## config.mk

```make
export PLATFORM = sky130hd
export DESIGN_NAME = flex_stp_deser
export DESIGN_NICKNAME = d
export VERILOG_FILES = /design/src/rtl/flex_stp_deser.sv
export SDC_FILE = /design/constraint.sdc
export NUM_CORES = 1
export LEC_CHECK = 0
export BUFFER_PORTS_ARGS = -buffer_cell sky130_fd_sc_hd__buf_2
export CORE_MARGIN = 1.5
export CORE_UTILIZATION = 45
export DETAILED_ROUTE_END_ITERATION = 8
export GPL_ROUTABILITY_DRIVEN = 0
export PLACE_DENSITY = 0.78
export SYNTH_ARGS = -nofsm -noshare
export SYNTH_HDL_FRONTEND = slang
export SYNTH_SLANG_ARGS = --single-unit
```

## constraint.sdc

```tcl
create_clock -name clk -period 1.76 [get_ports clk]
set_input_delay 0.44 -clock clk [delete_from_list [all_inputs] [get_ports clk]]
set_output_delay 0.44 -clock clk [all_outputs]
set_load 0.05 [all_outputs]
```

## src/rtl/flex_stp_deser.sv

```systemverilog
// flex_stp_deser: parametrised multi-lane serial-to-parallel deserializer.
// Bits are accumulated LANES at a time, and each full word is framed after
// BEATS = NUM_BITS/LANES beats. The completed word goes into a one-word
// output buffer with a valid/ready handshake.
//
// Optional feature (macro FLEX_STP_DESER_PARITY_EN): adds parity_in, which is
// sampled on the completing beat, and a registered parity_err that is updated
// on each buffer load.
//
// Ports:
//   clk           system clock, rising edge
//   rst           synchronous active-high reset
//   shift_enable  accept serial_in this cycle
//   serial_in     LANES bits per beat; bit LANES-1 is the earlier bit
//   clear         discard the partial word and clear overflow
//   word_ready    consumer accepts parallel_out
//   parallel_out  buffered completed word
//   word_valid    parallel_out holds an unconsumed word
//   overflow      sticky flag: a completed word was dropped
//   beat_count    beats accumulated in the current partial word
module flex_stp_deser #(
  parameter int unsigned NUM_BITS  = 8,
  parameter int unsigned LANES     = 1,
  parameter int unsigned SHIFT_MSB = 1
) (
  input  logic                                    clk,
  input  logic                                    rst,
  input  logic                                    shift_enable,
  input  logic [LANES-1:0]                        serial_in,
  input  logic                                    clear,
  input  logic                                    word_ready,
`ifdef FLEX_STP_DESER_PARITY_EN
  input  logic                                    parity_in,
  output logic                                    parity_err,
`endif
  output logic [NUM_BITS-1:0]                     parallel_out,
  output logic                                    word_valid,
  output logic                                    overflow,
  output logic [$clog2(NUM_BITS/LANES+1)-1:0]     beat_count
);

  localparam int unsigned BEATS = NUM_BITS / LANES;
  localparam int unsigned CW    = $clog2(BEATS + 1);

  logic [NUM_BITS-1:0] sr, sr_d, sr_next, out_d;
  logic [CW-1:0]       cnt_d;
  logic                valid_d, ovf_d;
  logic                shift_ok, complete, consume, load;

  // Next shift-register image; a single-beat word is simply the input beat.
  generate
    if (BEATS == 1) begin : g_one_beat
      assign sr_next = serial_in;
    end else if (SHIFT_MSB != 0) begin : g_msb_first
      assign sr_next = {sr[NUM_BITS-LANES-1:0], serial_in};
    end else begin : g_lsb_first
      assign sr_next = {serial_in, sr[NUM_BITS-1:LANES]};
    end
  endgenerate

  // Clear suppresses capture, so a beat that arrives with clear never completes a word.
  assign shift_ok = shift_enable && !clear;
  assign complete = shift_ok && (beat_count == CW'(BEATS - 1));
  assign consume  = word_valid && word_ready;
  assign load     = complete && (!word_valid || word_ready);

  // Next-state logic for the framing state and the output buffer.
  always_comb begin
    sr_d    = sr;
    cnt_d   = beat_count;
    ovf_d   = overflow;
    valid_d = word_valid;
    out_d   = parallel_out;
    if (clear) begin
      sr_d  = '1;
      cnt_d = '0;
      ovf_d = 1'b0;
    end else if (shift_enable) begin
      sr_d  = sr_next;
      cnt_d = complete ? '0 : beat_count + CW'(1);
      if (complete && !load) ovf_d = 1'b1;
    end
    if (consume) valid_d = 1'b0;
    if (load) begin
      valid_d = 1'b1;
      out_d   = sr_next;
    end
  end

  // State registers; the idle line level is all ones.
  always_ff @(posedge clk) begin
    if (rst) begin
      sr           <= '1;
      beat_count   <= '0;
      overflow     <= 1'b0;
      word_valid   <= 1'b0;
      parallel_out <= '1;
    end else begin
      sr           <= sr_d;
      beat_count   <= cnt_d;
      overflow     <= ovf_d;
      word_valid   <= valid_d;
      parallel_out <= out_d;
    end
  end

`ifdef FLEX_STP_DESER_PARITY_EN
  // Even parity over word plus parity bit; updated only when a word is loaded.
  always_ff @(posedge clk) begin
    if (rst) begin
      parity_err <= 1'b0;
    end else if (load) begin
      parity_err <= (^sr_next) != parity_in;
    end
  end
`endif

endmodule

```

==> results.py <==
metrics = {
    "clocking": {
        "clkTransAtPathRegs_ps": 110,
        "cts_sinks": 21,
        "root_buffer": "clkbuf_4",
        "cts_tree": "built",
        "cts.htree.levels": 1,
        "cts_buffers": 3,
        "clockBufferDepth": 2,
        "clock_latency_ps": 300,
    },
    "synth": {
        "mappedNetlistArea_um2": 832.0,
        "synth.area.top_cells": "dfxtp_1 51%, mux2i_1 19%, nor2_1 9.0%",
        "ys_ff_latch": 21,
        "syn_inst": 87,
        "yosysWarnings": 0,
        "yosysTopAreaCell": "dfxtp_1",
        "ys_types": 21,
        "synth_top_area_frac": 0.5053,
        "syn_avg_cell_area_um2": 9.564,
        "synth_nets": 94,
        "ys_seq_area_frac": 0.5053,
    },
    "floorplanning": {
        "dieHeight_um": 46,
        "dieWidth_um": 46,
        "io_pins": 20,
        "core_region_area_um2": 1727,
        "rows": 15,
        "initial_core_util": 0.4819,
        "dieArea_um2": 2116,
    },
    "detailed_routing": {
        "ant_nets": 0,
        "viasPerCell": 4.791,
        "drc_errors": 0,
        "wl_um": 1405,
        "via_count": 642,
        "drt_iter0_drc": 1,
        "drt-pass1-iter-count": 4,
        "wl_per_cell_um": 10.49,
    },
    "timing": {
        "maxSlewHeadroom": 0.7835,
        "rsz0062_at_grt": "no",
        "fin_skew_ps": 3.388,
        "post-route-min-period_ps": 1621,
        "layout_setup_ws_ps": 138.7,
        "setup_violations": 0,
        "hold_viol": 0,
        "fmax_ghz": 0.6168,
        "period_share": 0.9212,
        "tns_ps": 0,
        "slew_viol_final": 0,
        "worst_pin_slew_ps": 324.7,
        "whs_ps": 377.6,
    },
    "cells_and_area": {
        "final_core_util": 0.5841,
        "drive_above_1_share": 0.3028,
        "synthToLayoutAreaGrowth_pct": 21.20,
        "antenna_cells": 0,
        "postLayoutCellArea_um2": 1008,
        "fin_cells": 134,
        "nNetsFinal": 117,
    },
    "place": {
        "dpl.hpwl_um": 1059,
        "placedCellCount": 130,
        "port_buffers": 19,
        "postPlaceCellArea_um2": 978.4,
        "dpl_worst_slack_ps": -69.94,
    },
    "global_routing": {
        "grt_max_degree": 20,
        "antenna_found_initial": 0,
        "grt_pass1_wl_um": 2221,
        "grt_pass1_vias": 503,
        "track_usage": 0.1496,
        "overflow": 0,
    },
    "worst_setup_path": {
        "start_kind": "register",
        "worstReg2RegEnd": "parallel_out[7]",
        "r2r_slack_ps": 140,
        "crit_arrival_ps": 1820,
        "cp.required_ps": 1950,
        "crit_path_end_kind": "register",
        "worstRegToRegCells": 4,
        "worstPathMaxFanout": 8,
        "worstReg2RegStart": "beat_count[0]",
        "crit_path_start": "beat_count[0]",
        "critical_path_class": "reg -> reg",
        "endpoint": "parallel_out[7]",
    },
    "pwr": {
        "power_leakage_nw": 0.4628,
        "ir_drop_mv": 0.3374,
        "power-per-cell-area_nw_per_um2": 741.5,
        "total_power_mw": 0.7478,
    },
    "worst_hold_path": {
        "whs_path_depth": 3,
        "hold_class": "in -> reg",
    },
    "run_status": {
        "status": "complete, no violations",
    },
    "flow_run": {
        "maxCapViolations": 0,
    },
}
==> Yosys cell counts <==
cell type  number
or2_2           1
inv_1           2
mux2i_1        16
nand2b_1        1
or3b_1          1
or3b_4          1
buf_1           2
a21oi_1         1
o21ai_0         1
buf_6           1
ha_1            1
nor2_1         20
dfxtp_1        21
or4_2           1
nand2_1        10
o21a_1          2
xnor2_1         1
clkbuf_1        1
o31ai_1         1
nor3_1          1
o2111ai_1       1
==> cells in the final DEF, fill, tap and decap left out <==
cell,count
clkinv_2,1
xnor2_1,1
ha_4,1
o21ai_0,1
inv_1,2
nand2b_1,1
o2111ai_1,1
or3b_4,2
or4_2,1
a21oi_1,1
clkbuf_4,3
o21a_1,2
buf_4,3
dfxtp_1,19
nor3_1,1
mux2i_1,16
nand2_1,10
buf_2,19
o31ai_1,1
or2_2,1
dfxtp_4,2
nor2_1,20
==> layer usage <==
metal / track usage / up-vias / wire length [um]
met1: 0.2010 / 290 / 665
li1: - / 334 / -
met5: 0 / - / 0
met3: 0.04762 / 2 / 54
met4: 0.06857 / 0 / 17
met2: 0.2167 / 16 / 666
==> registers in the layout, summed over array words and instances (netlist names) <==
name	count
overflow	1
sr	7
beat_count	4
parallel_out	8
word_valid	1
==> cells by family after synthesis <==
| family | after synthesis | share of synthesized area |
|---|---|---|
| flops | 21 | 0.5053 |
| mux | 16 | 0.1925 |
| fa+ha+maj | 1 | 0.01504 |
| xor+xnor | 1 | 0.01053 |
| simple gates | 36 | 0.1910 |
| buf+inv | 6 | 0.03609 |
| compound gates | 6 | 0.04961 |
==> cell type report <==
class	instances	area [um2]
Fill cell	168	718.2
Sequential cell	21	427.9
Multi-Input combinational cell	60	396.6
Timing Repair Buffer	22	117.6
Tap cell	25	31.28
Clock buffer	3	22.52
Inverter	2	7.507
Clock inverter	1	5.005
==> worst min-delay path by stage <==
stage / start / to
CTS: serial_in / sr[0]
global route: serial_in / sr[0]
finish: serial_in / sr[0]
floorplan: sr[6] / sr[6]
detailed placement: overflow / overflow
global placement: overflow / overflow
==> power breakdown <==
group	internal (mW)	total (mW)	leakage [nW]	switching (mW)
logic	0.0169	0.0438	0.274	0.0269
registers	0.476	0.478	0.172	0.00273
clock network	0.0845	0.225	0.0177	0.141
==> what timing repair did <==
item,4_1_cts,5_1_grt
setup buffers,0,0
resized for setup,1,0
hold endpoints to repair,0,0
hold buffers,0,0
setup endpoints to repair,8,0
==> worst max-delay path, stage by stage (launching register included) <==
cell     delay (ps)
dfxtp_4         380
ha_4            130
or3b_4          370
or3b_4          490
mux2i_1         150
Note: power is estimated with default switching activity, not from simulation.
